## config.mk

```make
export PLATFORM = sky130hd
export DESIGN_NAME = sha2_k_sequencer
export DESIGN_NICKNAME = d
export VERILOG_FILES = /design/src/rtl/sha2_pkg.sv /design/src/rtl/sha2_k_table.sv /design/src/rtl/sha2_k_sequencer.sv
export SDC_FILE = /design/constraint.sdc
export NUM_CORES = 1
export LEC_CHECK = 0
export CELL_PAD_IN_SITES_DETAIL_PLACEMENT = 1
export CELL_PAD_IN_SITES_GLOBAL_PLACEMENT = 2
export CORE_MARGIN = 2
export CORE_UTILIZATION = 30
export CTS_BUF_LIST = sky130_fd_sc_hd__clkbuf_2 sky130_fd_sc_hd__clkbuf_4 sky130_fd_sc_hd__clkbuf_8
export DETAILED_ROUTE_END_ITERATION = 6
export HOLD_SLACK_MARGIN = 0.05
export PLACE_DENSITY_LB_ADDON = 0.1
export SLEW_MARGIN = 20
export SYNTH_ARGS = -nofsm -noshare
export SYNTH_HDL_FRONTEND = slang
export SYNTH_SLANG_ARGS = --single-unit
```

## constraint.sdc

```tcl
create_clock -name clk -period 4.5 [get_ports clk]
set_clock_uncertainty 0.05 [all_clocks]
set_input_delay 0.45 -clock clk [delete_from_list [all_inputs] [get_ports clk]]
set_output_delay 0.45 -clock clk [all_outputs]
set_load 0.01 [all_outputs]
```

## src/rtl/sha2_pkg.sv

```systemverilog
// rtl/sha2_pkg.sv - SHA-2 round constant tables, round counts and sequencer state encoding
package sha2_pkg;

    localparam int ROUNDS_256 = 64;
    localparam int ROUNDS_512 = 80;

    typedef enum logic {
        ST_IDLE = 1'b0,
        ST_RUN  = 1'b1
    } state_t;

    localparam logic [31:0] SHA256_K [0:63] = '{
        32'h428a2f98, 32'h71374491, 32'hb5c0fbcf, 32'he9b5dba5,
        32'h3956c25b, 32'h59f111f1, 32'h923f82a4, 32'hab1c5ed5,
        32'hd807aa98, 32'h12835b01, 32'h243185be, 32'h550c7dc3,
        32'h72be5d74, 32'h80deb1fe, 32'h9bdc06a7, 32'hc19bf174,
        32'he49b69c1, 32'hefbe4786, 32'h0fc19dc6, 32'h240ca1cc,
        32'h2de92c6f, 32'h4a7484aa, 32'h5cb0a9dc, 32'h76f988da,
        32'h983e5152, 32'ha831c66d, 32'hb00327c8, 32'hbf597fc7,
        32'hc6e00bf3, 32'hd5a79147, 32'h06ca6351, 32'h14292967,
        32'h27b70a85, 32'h2e1b2138, 32'h4d2c6dfc, 32'h53380d13,
        32'h650a7354, 32'h766a0abb, 32'h81c2c92e, 32'h92722c85,
        32'ha2bfe8a1, 32'ha81a664b, 32'hc24b8b70, 32'hc76c51a3,
        32'hd192e819, 32'hd6990624, 32'hf40e3585, 32'h106aa070,
        32'h19a4c116, 32'h1e376c08, 32'h2748774c, 32'h34b0bcb5,
        32'h391c0cb3, 32'h4ed8aa4a, 32'h5b9cca4f, 32'h682e6ff3,
        32'h748f82ee, 32'h78a5636f, 32'h84c87814, 32'h8cc70208,
        32'h90befffa, 32'ha4506ceb, 32'hbef9a3f7, 32'hc67178f2
    };

    localparam logic [63:0] SHA512_K [0:79] = '{
        64'h428a2f98d728ae22, 64'h7137449123ef65cd, 64'hb5c0fbcfec4d3b2f, 64'he9b5dba58189dbbc,
        64'h3956c25bf348b538, 64'h59f111f1b605d019, 64'h923f82a4af194f9b, 64'hab1c5ed5da6d8118,
        64'hd807aa98a3030242, 64'h12835b0145706fbe, 64'h243185be4ee4b28c, 64'h550c7dc3d5ffb4e2,
        64'h72be5d74f27b896f, 64'h80deb1fe3b1696b1, 64'h9bdc06a725c71235, 64'hc19bf174cf692694,
        64'he49b69c19ef14ad2, 64'hefbe4786384f25e3, 64'h0fc19dc68b8cd5b5, 64'h240ca1cc77ac9c65,
        64'h2de92c6f592b0275, 64'h4a7484aa6ea6e483, 64'h5cb0a9dcbd41fbd4, 64'h76f988da831153b5,
        64'h983e5152ee66dfab, 64'ha831c66d2db43210, 64'hb00327c898fb213f, 64'hbf597fc7beef0ee4,
        64'hc6e00bf33da88fc2, 64'hd5a79147930aa725, 64'h06ca6351e003826f, 64'h142929670a0e6e70,
        64'h27b70a8546d22ffc, 64'h2e1b21385c26c926, 64'h4d2c6dfc5ac42aed, 64'h53380d139d95b3df,
        64'h650a73548baf63de, 64'h766a0abb3c77b2a8, 64'h81c2c92e47edaee6, 64'h92722c851482353b,
        64'ha2bfe8a14cf10364, 64'ha81a664bbc423001, 64'hc24b8b70d0f89791, 64'hc76c51a30654be30,
        64'hd192e819d6ef5218, 64'hd69906245565a910, 64'hf40e35855771202a, 64'h106aa07032bbd1b8,
        64'h19a4c116b8d2d0c8, 64'h1e376c085141ab53, 64'h2748774cdf8eeb99, 64'h34b0bcb5e19b48a8,
        64'h391c0cb3c5c95a63, 64'h4ed8aa4ae3418acb, 64'h5b9cca4f7763e373, 64'h682e6ff3d6b2b8a3,
        64'h748f82ee5defb2fc, 64'h78a5636f43172f60, 64'h84c87814a1f0ab72, 64'h8cc702081a6439ec,
        64'h90befffa23631e28, 64'ha4506cebde82bde9, 64'hbef9a3f7b2c67915, 64'hc67178f2e372532b,
        64'hca273eceea26619c, 64'hd186b8c721c0c207, 64'heada7dd6cde0eb1e, 64'hf57d4f7fee6ed178,
        64'h06f067aa72176fba, 64'h0a637dc5a2c898a6, 64'h113f9804bef90dae, 64'h1b710b35131c471b,
        64'h28db77f523047d84, 64'h32caab7b40c72493, 64'h3c9ebe0a15c9bebc, 64'h431d67c49c100d4c,
        64'h4cc5d4becb3e42b6, 64'h597f299cfc657e2a, 64'h5fcb6fab3ad6faec, 64'h6c44198c4a475817
    };

endpackage

```

## src/rtl/sha2_k_table.sv

```systemverilog
// rtl/sha2_k_table.sv - combinational SHA-2 round constant lookup, zero beyond the last round
module sha2_k_table
    import sha2_pkg::*;
#(
    parameter int WORD_W = 32
) (
    input  logic [6:0]        addr,
    output logic [WORD_W-1:0] data
);

    generate
        if (WORD_W == 64) begin : g_512
            // SHA-384/512 table, 80 entries
            always_comb begin
                data = '0;
                if (addr < 7'(ROUNDS_512)) begin
                    data = SHA512_K[addr];
                end
            end
        end else begin : g_256
            // SHA-224/256 table, 64 entries
            always_comb begin
                data = '0;
                if (addr < 7'(ROUNDS_256)) begin
                    data = SHA256_K[addr[5:0]];
                end
            end
        end
    endgenerate

endmodule

```

## src/rtl/sha2_k_sequencer.sv

```systemverilog
// rtl/sha2_k_sequencer.sv - streams SHA-2 round constants with round counter, last flag and done pulse
module sha2_k_sequencer
    import sha2_pkg::*;
#(
    parameter int WORD_W    = 32,
    parameter int LOOKAHEAD = 1
) (
    input  logic              clk,
    input  logic              rst,
    input  logic              start,
    input  logic              abort,
    input  logic              k_ready,
    output logic              k_valid,
    output logic [WORD_W-1:0] k_data,
    output logic [6:0]        k_round,
    output logic              k_last,
    output logic [WORD_W-1:0] k_next,
    output logic              busy,
    output logic              done
);

    localparam int         ROUNDS     = (WORD_W == 64) ? ROUNDS_512 : ROUNDS_256;
    localparam logic [6:0] LAST_ROUND = 7'(ROUNDS - 1);

    state_t            state;
    logic [6:0]        load_addr;
    logic [6:0]        la_addr;
    logic [WORD_W-1:0] load_k;
    logic [WORD_W-1:0] la_k;

    // Constant to register on the next edge: K[0] when starting, K[round+1] when advancing
    always_comb begin
        load_addr = 7'd0;
        if (state == ST_RUN) begin
            load_addr = k_round + 7'd1;
        end
    end

    assign la_addr = k_round + 7'd1;

    sha2_k_table #(.WORD_W(WORD_W)) u_cur_table (
        .addr (load_addr),
        .data (load_k)
    );

    sha2_k_table #(.WORD_W(WORD_W)) u_la_table (
        .addr (la_addr),
        .data (la_k)
    );

    // Lookahead is only meaningful while a constant is presented and more rounds follow
    generate
        if (LOOKAHEAD != 0) begin : g_la
            assign k_next = (k_valid && !k_last) ? la_k : '0;
        end else begin : g_no_la
            assign k_next = '0;
        end
    endgenerate

    assign busy = (state == ST_RUN);

    // Sequencer FSM: abort overrides everything; k_data/k_round persist in IDLE
    always_ff @(posedge clk or posedge rst) begin
        if (rst) begin
            state   <= ST_IDLE;
            k_valid <= 1'b0;
            k_data  <= '0;
            k_round <= 7'd0;
            k_last  <= 1'b0;
            done    <= 1'b0;
        end else begin
            done <= 1'b0;
            if (abort) begin
                state   <= ST_IDLE;
                k_valid <= 1'b0;
                k_round <= 7'd0;
                k_last  <= 1'b0;
            end else begin
                case (state)
                    ST_IDLE: begin
                        if (start) begin
                            state   <= ST_RUN;
                            k_valid <= 1'b1;
                            k_round <= 7'd0;
                            k_data  <= load_k;
                            k_last  <= (LAST_ROUND == 7'd0);
                        end
                    end
                    ST_RUN: begin
                        if (k_ready) begin
                            if (k_last) begin
                                state   <= ST_IDLE;
                                k_valid <= 1'b0;
                                k_last  <= 1'b0;
                                done    <= 1'b1;
                            end else begin
                                k_round <= load_addr;
                                k_data  <= load_k;
                                k_last  <= (load_addr == LAST_ROUND);
                            end
                        end
                    end
                    default: begin
                        state   <= ST_IDLE;
                        k_valid <= 1'b0;
                        k_last  <= 1'b0;
                    end
                endcase
            end
        end
    end

endmodule

```

Word-level counts from Yosys, hierarchy flattened
Memory sizes are Yosys's and may differ from the RTL's.
Cells that the tools add are included.
{"block": "word_totals", "mem_count": 2, "wordCells": 67, "mem_bits_ro": 4096, "out_inout_bits": 75, "register_bits": 43, "input_bits": 5}
{"memory": "(no name shown)", "depth": 64, "word_bits": 32, "rd": 1, "rd_ports_with_merged_regs": 0, "write_ports": 0, "line": "sha2_k_table.sv:25", "text": "data = SHA256_K[addr[5:0]];"}
{"memory": "(no name shown)", "depth": 64, "word_bits": 32, "rd": 1, "rd_ports_with_merged_regs": 0, "write_ports": 0, "line": "sha2_k_table.sv:25"}
{"block": "classes", "bitwise_logic": 4, "n_lt_le_gt_ge": 4, "reduce_logical": 6, "n_addsub": 1, "muxes": 36, "eq_ne": 8}
{"cell": "2-to-1 mux 32 bit", "count": 10}
{"cell": "case mux 32 bit (2 select lines)", "count": 1}
{"cell": "2-to-1 mux 7 bit", "count": 5}
{"cell": "2-to-1 mux 1 bit", "count": 16}
{"cell": ">= comparator 7 bit, second input constant", "count": 2}
{"cell": "less-than comparator 7 bit, second input constant", "count": 2}
{"cell": "NOT 6 -> 7 bit", "count": 2}
{"cell": "case mux 7 bit (2 select lines)", "count": 1}
{"cell": "!= test 3 bit, second input constant", "count": 4}
{"cell": "adder 7 x 1 -> 7 bit, second input constant", "count": 1}
{"cell": "equality test 7 x 6 -> 1 bit, second input constant", "count": 1}
{"cell": "!= test 2 bit, second input constant", "count": 3}
{"cell": "case mux 1 bit (2 select lines)", "count": 3}
{"cell": "AND reduction 3 bit", "count": 2}
{"cell": "AND reduction 4 bit", "count": 1}
{"cell": "NOT 1 bit", "count": 2}
{"cell": "AND reduction 2 bit", "count": 1}
{"cell": "logical AND 1 bit", "count": 1}
{"cell": "zero test 1 bit", "count": 1}

Logic depth before layout (Yosys ltp)
Gate-level depths: netlist of run 1.
{"block": "logic_depth", "ltp_word": 10, "mapped_depth": 17, "mapped_depth_nobuf": 11}

Hierarchy
Synthesis of run 1 repeated with hierarchy kept, for this count alone.
{"block": "hier_totals", "hier_cells": 1270, "hier_area_um2": 9026.2}
{"mod": "sha2_k_table at u_la_table", "cells_per_inst": 558, "seq_area_each_um2": 0.0, "area_per_inst_um2": 3447.1, "n_inst": 1}
{"mod": "sha2_k_table at u_cur_table", "cells_per_inst": 533, "seq_area_each_um2": 0.0, "area_per_inst_um2": 3328.2, "n_inst": 1}
{"mod": "sha2_k_sequencer", "cells_per_inst": 179, "seq_area_each_um2": 1076.0, "area_per_inst_um2": 2250.9, "n_inst": 1}

Least setup slack after synthesis of run 1
Ideal clock, no wire load.
{"block": "synth_timing", "path_type": "flip-flop to flip-flop", "from": "reg k_round[0]", "to": "reg k_data[4]", "path_slack_ns": 0.146, "setup_ns": 0.126, "n_path_buf": 7, "arrival_time_ns": 4.178, "period_less_slack_ns": 4.354, "required_ns": 4.324, "path_stages_with_launch": 17, "cell_sequence": "dfrtp_1 -> buf_4 -> inv_1 -> clkbuf_1 -> clkbuf_1 -> ha_1 -> clkbuf_1 -> clkbuf_1 -> nand2_1 -> inv_1 -> ha_1 -> clkbuf_1 -> clkbuf_1 -> nor2_1 -> a311oi_1 -> a31oi_1 -> a221o_1"}
{"block": "synth_via", "elab_chain_cells": 10, "word_cells_on_any_way": 12, "cone_classes": "add/sub (1); order compare (1); mux (8); bitwise (1); memory (1)"}
{"element": "start: declaration", "line": "sha2_k_sequencer.sv:15", "text": "output logic [6:0] k_round,"}
{"element": "start signal: assignment", "line": "sha2_k_sequencer.sv:97", "text": "k_round <= load_addr;"}
{"element": "adder 7 x 1 -> 7 bit (*)", "line": "sha2_k_sequencer.sv:35", "text": "load_addr = k_round + 7'd1;"}
{"element": "2-to-1 mux 7 bit (*)", "line": "sha2_k_sequencer.sv:34", "text": "if (state == ST_RUN) begin"}
{"element": "NOT 6 -> 7 bit (not written as such)", "line": "sha2_k_table.sv:25"}
{"element": "memory (64 x 32 bit)"}
{"element": "2-to-1 mux 32 bit (not written as such) (2 in a row)", "line": "sha2_k_table.sv:25"}
{"element": "2-to-1 mux 32 bit (*)", "line": "sha2_k_table.sv:24", "text": "if (addr < 7'(ROUNDS_256)) begin"}
{"element": "2-to-1 mux 32 bit", "line": "sha2_k_sequencer.sv:91", "text": "if (k_last) begin"}
{"element": "2-to-1 mux 32 bit", "line": "sha2_k_sequencer.sv:90", "text": "if (k_ready) begin"}
{"element": "case mux 32 bit (2 select lines) (*)", "line": "sha2_k_sequencer.sv:79", "text": "case (state)"}
{"element": "end signal: assignment", "line": "sha2_k_sequencer.sv:85", "text": "k_data <= load_k;"}
{"element": "end signal: assignment", "line": "sha2_k_sequencer.sv:98", "text": "k_data <= load_k;"}
{"element": "end: declaration", "line": "sha2_k_sequencer.sv:14", "text": "output logic [WORD_W-1:0] k_data,"}
Every way passes the cells marked *; elsewhere a longest branch is shown, timed or not. The select of a mux whose other input is x is not followed.
A chain may end at the register's enable or synchronous reset.

Worst setup path after layout of run 1
{"block": "layout_timing", "from": "reg k_round[1]", "to": "out k_next[4]"}
{"block": "layout_via", "elab_chain_cells": 7, "word_cells_on_any_way": 8, "cone_classes": "add/sub (1); order compare (1); mux (4); bitwise (1); memory (1)"}
{"element": "adder 7 x 1 -> 7 bit (*)", "line": "sha2_k_sequencer.sv:39", "text": "assign la_addr = k_round + 7'd1;"}
{"element": "NOT 6 -> 7 bit (not written as such)", "line": "sha2_k_table.sv:25"}
{"element": "memory (64 x 32 bit)"}
{"element": "2-to-1 mux 32 bit (not written as such) (2 in a row)", "line": "sha2_k_table.sv:25"}
{"element": "2-to-1 mux 32 bit (*)", "line": "sha2_k_table.sv:24"}
{"element": "2-to-1 mux 32 bit (*)", "line": "sha2_k_sequencer.sv:54", "text": "assign k_next = (k_valid && !k_last) ? la_k : '0;"}
{"element": "end: declaration", "line": "sha2_k_sequencer.sv:17", "text": "output logic [WORD_W-1:0] k_next,"}
Marks and branches as above.

==> results_dict.tcl, run 1 <==
set metrics [dict create \
    status "completed" \
    cts_htree_levels 2 \
    area.growth.synth_to_final_pct 18.2 \
    p_int_uw 925 \
    yosysUniqueCellTypes 77 \
    final_nets 1402 \
    detail_route.vias_per_cell 6.75 \
    cts.root.buffer_cell "clkbuf_8" \
    crit_required_ps 4000 \
    finalSetupViolCount 0 \
    synth_top_area_frac 0.123 \
    peakVddDrop_mv 0.123 \
    grt_use_total 0.359 \
    grt_max_degree 54 \
    wl_per_cell_um 32.0 \
    fp.dieW_um 175 \
    gr-total-overflow 0 \
    fin_ws_ps 113 \
    maxSlewViolCount 0 \
    max_stage_delay_ps 640 \
    crit_top_cell "buf_4" \
    seqPwrFrac 0.295 \
    clk_pin_slew_ps 90 \
    coreArea_mm2 0.0287 \
    synth_edf_count 0 \
    insertion_delay_ps 340 \
    criticalPathCategory "flop to output pin" \
    drtIter0Drc 1261 \
    cts.sink_count 43 \
    fin_hold_ws_ps 431 \
    dr_total_vias 11785 \
    synth_flop_cell "dfrtp_1" \
    finalCritPeriodShare 0.975 \
    diodes 0 \
    path_max_fanout 13 \
    drc_errors 0 \
    tns_ps 0 \
    netlist_area_mm2 0.00872 \
    first_pass_iters 7 \
    port_buffers 79 \
    min_path_cells 2 \
    async_flop_share 1.00 \
    dpl-instance-area_mm2 0.0102 \
    final_layout_size_suffix_gt1_frac 0.104 \
    crit_chain "ha_1 > buf_4 > and3_1 > xnor2_2 > buf_4 > o21ai_0 > o311a_1 > a311oi_1 > clkdlybuf4s50_1" \
    synth_top_area_cell "dfrtp_1" \
    ys_seq_area_frac 0.123 \
    maxSlewHeadroom 0.329 \
    cp_data_arrival_time_ps 3890 \
    synth_cells 1338 \
    cts_buffer_depth 2 \
    max_slew.worst_pin.slew_ps 1010 \
    powerDensity_mw_per_mm2 150 \
    fmax_mhz 228 \
    synth-seq-cells 43 \
    rsz0062_at_grt "no" \
    power_frac_comb 0.447 \
    worstRegToRegCells 11 \
    cts_buffers 5 \
    start_kind "flop" \
    synthTopCellsByArea "dfrtp_1 12%, nand2_1 7.7%, o21ai_0 7.2%, a21oi_1 6.9%, ha_1 5.3%" \
    maxCapViolations 0 \
    cts_tree "built" \
    dieArea_mm2 0.0305 \
    grt_pass1_wl_mm 82.2 \
    place_ws_ps 396 \
    dp_hpwl_mm 40.7 \
    endpoint_kind "output pin" \
    gp_congestion 0.982 \
    start_util 0.304 \
    regToRegSetupSlack_ps 460 \
    ys_warn_count 0 \
    avgSynthCellArea_um2 6.52 \
    switchingPower_uw 618 \
    postRouteAntennaNets 0 \
    period_needed_ps 4390 \
    hold_violations 0 \
    pin_count 80 \
    final_area_mm2 0.0103 \
    wl_mm 55.8 \
    cpMaxStageDelayCell "clkdlybuf4s50_1" \
    clkPwrFrac 0.258 \
    antenna_found_initial 0 \
    die_h_um 175 \
    hp-class "flop to flop" \
    p_leak_nw 3.82 \
    p_sw_frac 0.400 \
    grt_pass1_vias 11498 \
    cts_hold_buf 0 \
    syn_nets 1380 \
    fill_cells 3624 \
    row_count 62 \
]
state kept, by name, summed over array words and instances (netlist names):
signal,count
k_last,1
busy,1
k_data,32
done,1
k_valid,1
k_round,7
stage by stage:
step | total power [mW] | std cells | utilization
floorplan | 0.805 | 1338 | -
global route | 1.60 | 1745 | 0.359
CTS | 1.53 | 1745 | 0.359
finish | 1.54 | 1745 | 0.359
detailed placement | 1.14 | 1737 | 0.354
global placement | 1.14 | 1735 | 0.352
Yosys cell counts, drive strengths merged (12+ instances only):
cell,count
a211oi,48
a21oi,123
a221o,14
a311oi,24
a31oi,30
buf,75
clkbuf,90
dfrtp,43
ha,37
inv,17
mux2i,17
nand2,178
nand2b,17
nand3,51
nor2,122
nor2b,13
nor3,34
o211ai,48
o21ai,128
o221ai,12
o22ai,14
o311ai,20
area by class of cell:
class / count / area, µm² / share of cell area
clock buffers: 6 / 76.3 / 0.00740
clock inverters: 2 / 60.1 / 0.00582
inverters: 20 / 75.1 / 0.00728
multi-input cells: 1110 / 6930 / 0.672
flip-flops and latches: 43 / 1080 / 0.105
well taps: 384 / 480 / 0.0466
repair buffers: 180 / 1610 / 0.156
layout by cell type, fill, tap and decap left out, drive strengths merged, types with 17 or more instances in the layout:
master	netlist	routed
mux2i	17	17
inv	17	17
nand2	178	178
o21ai	128	128
o211ai	48	48
nand2b	17	17
o311ai	20	20
a311oi	24	24
a31oi	30	30
nor3	34	34
ha	37	37
buf	75	101
a211oi	48	48
nand3	51	51
dfrtp	43	43
nor2	122	122
clkdlybuf4s50	0	79
a21oi	123	123
power by group through the flow:
stage	Clock [mW]	Combinational [mW]	Sequential (mW)
floorplan	0	0.322	0.482
CTS	0.399	0.678	0.457
finish	0.398	0.689	0.456
global route	0.414	0.725	0.464
detailed placement	0	0.674	0.465
global placement	0	0.675	0.462
cell families after synthesis:
kind of cell / after synthesis / synth area share
mux: 25 / 0.0359
fa+ha+maj: 37 / 0.0531
xor+xnor: 11 / 0.0141
flops: 43 / 0.123
buf+inv: 185 / 0.0922
compound gates: 575 / 0.445
simple gates: 462 / 0.236
metal layers:
layer  up-vias  track usage  wire (µm)
li1       5120            -          -
met3       173       0.0405       3750
met2       625        0.571      25200
met5         -            0          0
met4         0        0.205       3550
met1      5867        0.471      23300
repair_timing:
action,4_1_cts,5_1_grt
resized for setup,0,6
endpoints found under the hold margin,0,0
endpoints found under the setup margin,0,9
buffers inserted,0,0
worst paths after layout:
| check | startpoint | end |
|---|---|---|
| min in group asynchronous | rst | k_valid |
| max in group asynchronous | rst | k_round[3] |
| worst max register to register | k_round[1] | k_data[13] |
| worst min-delay path | k_data[26] | k_data[26] |
| worst max-delay path | k_round[1] | k_next[4] |
| worst min register to register | k_data[26] | k_data[26] |
critical path, delay by kind of cell (launching register included):
kind | cells | cell delay (ps)
adder cells (fa/ha/maj) | 1 | 240
AND/OR/NAND/NOR | 1 | 290
AO/OA/AOI/OAI | 3 | 850
flip-flops | 1 | 480
XOR/XNOR | 1 | 540
buffers and inverters | 3 | 1140
Power figures use the tool's default switching activity.
==> inputs of run 2 (changes only) <==
CORE_UTILIZATION = 36   (was 30)
SKIP_LAST_GASP = 1   (was not set)
clock period = 5.24 ns   (was 4.5 ns; I/O delays follow)
==> results_dict.tcl, run 2 (synthesis results as in run 1) <==
set metrics [dict create \
    pin_count 80 \
    row_count 56 \
    clkPwrFrac 0.261 \
    rsz0062_at_grt "no" \
    startpoint "k_round[1]" \
    powerDensity_mw_per_mm2 132 \
    grt_use_total 0.393 \
    cts_tree "built" \
    final_common_cell "nand2_1" \
    drc_errors 0 \
    wl_mm 52.0 \
    post_cts_buffers 0 \
    dpl-instance-area_mm2 0.00976 \
    switchingPower_uw 522 \
    dr_wl_met2_mm 22.5 \
    route.layer.met1.wl_mm 20.5 \
    highest_layer "met4" \
    fp.dieW_um 160 \
    max_slew.worst_pin.slew_ps 1260 \
    reg.largest.list "k_data (32), k_round (7)" \
    final_nets 1366 \
    cp_data_arrival_time_ps 4340 \
    gp_congestion 1.00 \
    diodes 0 \
    dp_hpwl_mm 36.7 \
    insertion_delay_ps 320 \
    p_sw_frac 0.399 \
    endpoint_kind "output pin" \
    met3_length_mm 4.75 \
    start_util 0.369 \
    cts_buffers 5 \
    start_kind "flop" \
    grt_pass1_vias 11438 \
    cts_htree_levels 2 \
    grt_max_degree 54 \
    criticalPathCategory "flop to output pin" \
    finalCritPeriodShare 0.938 \
    drtIter0Drc 1609 \
    cts.sink_count 43 \
    seq_area_mm2 0.00108 \
    coreArea_mm2 0.0236 \
    hold_violations 0 \
    maxSlewHeadroom 0.151 \
    power_frac_comb 0.436 \
    crit_required_ps 4670 \
    final_layout_size_suffix_gt1_frac 0.0777 \
    first_pass_iters 6 \
    postRouteAntennaNets 0 \
    period_needed_ps 4910 \
    seqPwrFrac 0.302 \
    cts_hold_buf 0 \
    regToRegSetupSlack_ps 980 \
    area.growth.synth_to_final_pct 13.5 \
    die_h_um 160 \
    peakVddDrop_mv 0.134 \
    multi_input_area_mm2 0.00692 \
    path_max_fanout 27 \
    dr_total_vias 11834 \
    status "completed" \
    cts_buffer_depth 2 \
    final_cell_mix "178 x nand2_1, 126 x o21ai_0, 121 x a21oi_1, 121 x nor2_1, 79 x clkdlybuf4s50_1" \
    gr-total-overflow 0 \
    final_area_mm2 0.00990 \
    p_int_uw 786 \
    fmax_mhz 203 \
    largest_reg_flops 32 \
    worst_hold_startpoint "k_data[12]" \
    fill_cells 3058 \
    grt_pass1_wl_mm 77.1 \
    tns_ps 0 \
    clk_pin_slew_ps 100 \
    antenna_found_initial 0 \
    detail_route.vias_per_cell 7.20 \
    cts_resized 0 \
    dieArea_mm2 0.0255 \
    maxCapViolations 0 \
    max_flop_register "k_data" \
    wl_per_cell_um 31.6 \
    r2r_start "k_round[0]" \
    maxSlewViolCount 0 \
    p_leak_nw 3.63 \
    cts.root.buffer_cell "clkbuf_8" \
    finalSetupViolCount 0 \
    hp-class "flop to flop" \
    port_buffers 79 \
]
## run 2: power groups by stage
stage                     sequential (mW)  clock [mW]  combinational [mW]
after floorplan                     0.414           0               0.277
after global placement              0.400           0               0.552
after detailed placement            0.402           0               0.554
after CTS                           0.396       0.347               0.557
after global routing                0.401       0.354               0.598
final                               0.395       0.342               0.571
## run 2: worst paths after layout
kind	endpoint	depth (start not counted)
setup / recovery	k_next[15]	9
hold / removal	k_data[12]	2
setup reg to reg	k_data[7]	10
hold reg to reg	k_data[12]	2
max in group asynchronous	k_round[3]	2
min in group asynchronous	k_data[7]	2
## run 2: area by class of cell
cell class / instances / area share
Timing Repair Buffer: 144 / 0.130
Clock buffer: 6 / 0.00771
Inverter: 20 / 0.00771
Clock inverter: 2 / 0.00607
Sequential cell: 43 / 0.109
Tap cell: 319 / 0.0403
Multi-Input combinational cell: 1110 / 0.699
## run 2: layer usage
layer  global-route usage  vias to the layer above
li1                     -                     5050
met4                0.263                        0
met2                0.614                      804
met3               0.0530                      199
met5                    0                        -
met1                0.507                     5781
## run 2: critical path, cell delays in order, from the launching register on
cell             delay, ps
dfrtp_1                540
ha_1                   240
buf_4                  280
nand3_1                350
xnor2_2                720
buf_4                  410
nand2_1                170
a211o_1                350
a311oi_1               340
clkdlybuf4s50_1        610
## run 2: per-stage QoR
step | total power [mW] | hold slack [ps] | setup WS, ps | instances | utilization
after floorplan | 0.691 | 461 | 886 | 1338 | -
after global placement | 0.952 | 414 | 810 | 1636 | 0.413
after global routing | 1.35 | 490 | 113 | 1644 | 0.419
after CTS | 1.30 | 461 | 395 | 1644 | 0.419
final | 1.31 | 456 | 325 | 1644 | 0.419
after detailed placement | 0.956 | 436 | 785 | 1636 | 0.413
==> inputs of run 3 (changes only) <==
CTS_CLUSTER_SIZE = 28   (was not set)
HOLD_SLACK_MARGIN = not set   (was 0.05)
==> results of run 3 <==
The final DEF is identical to that of run 2; final timing and power are the same.
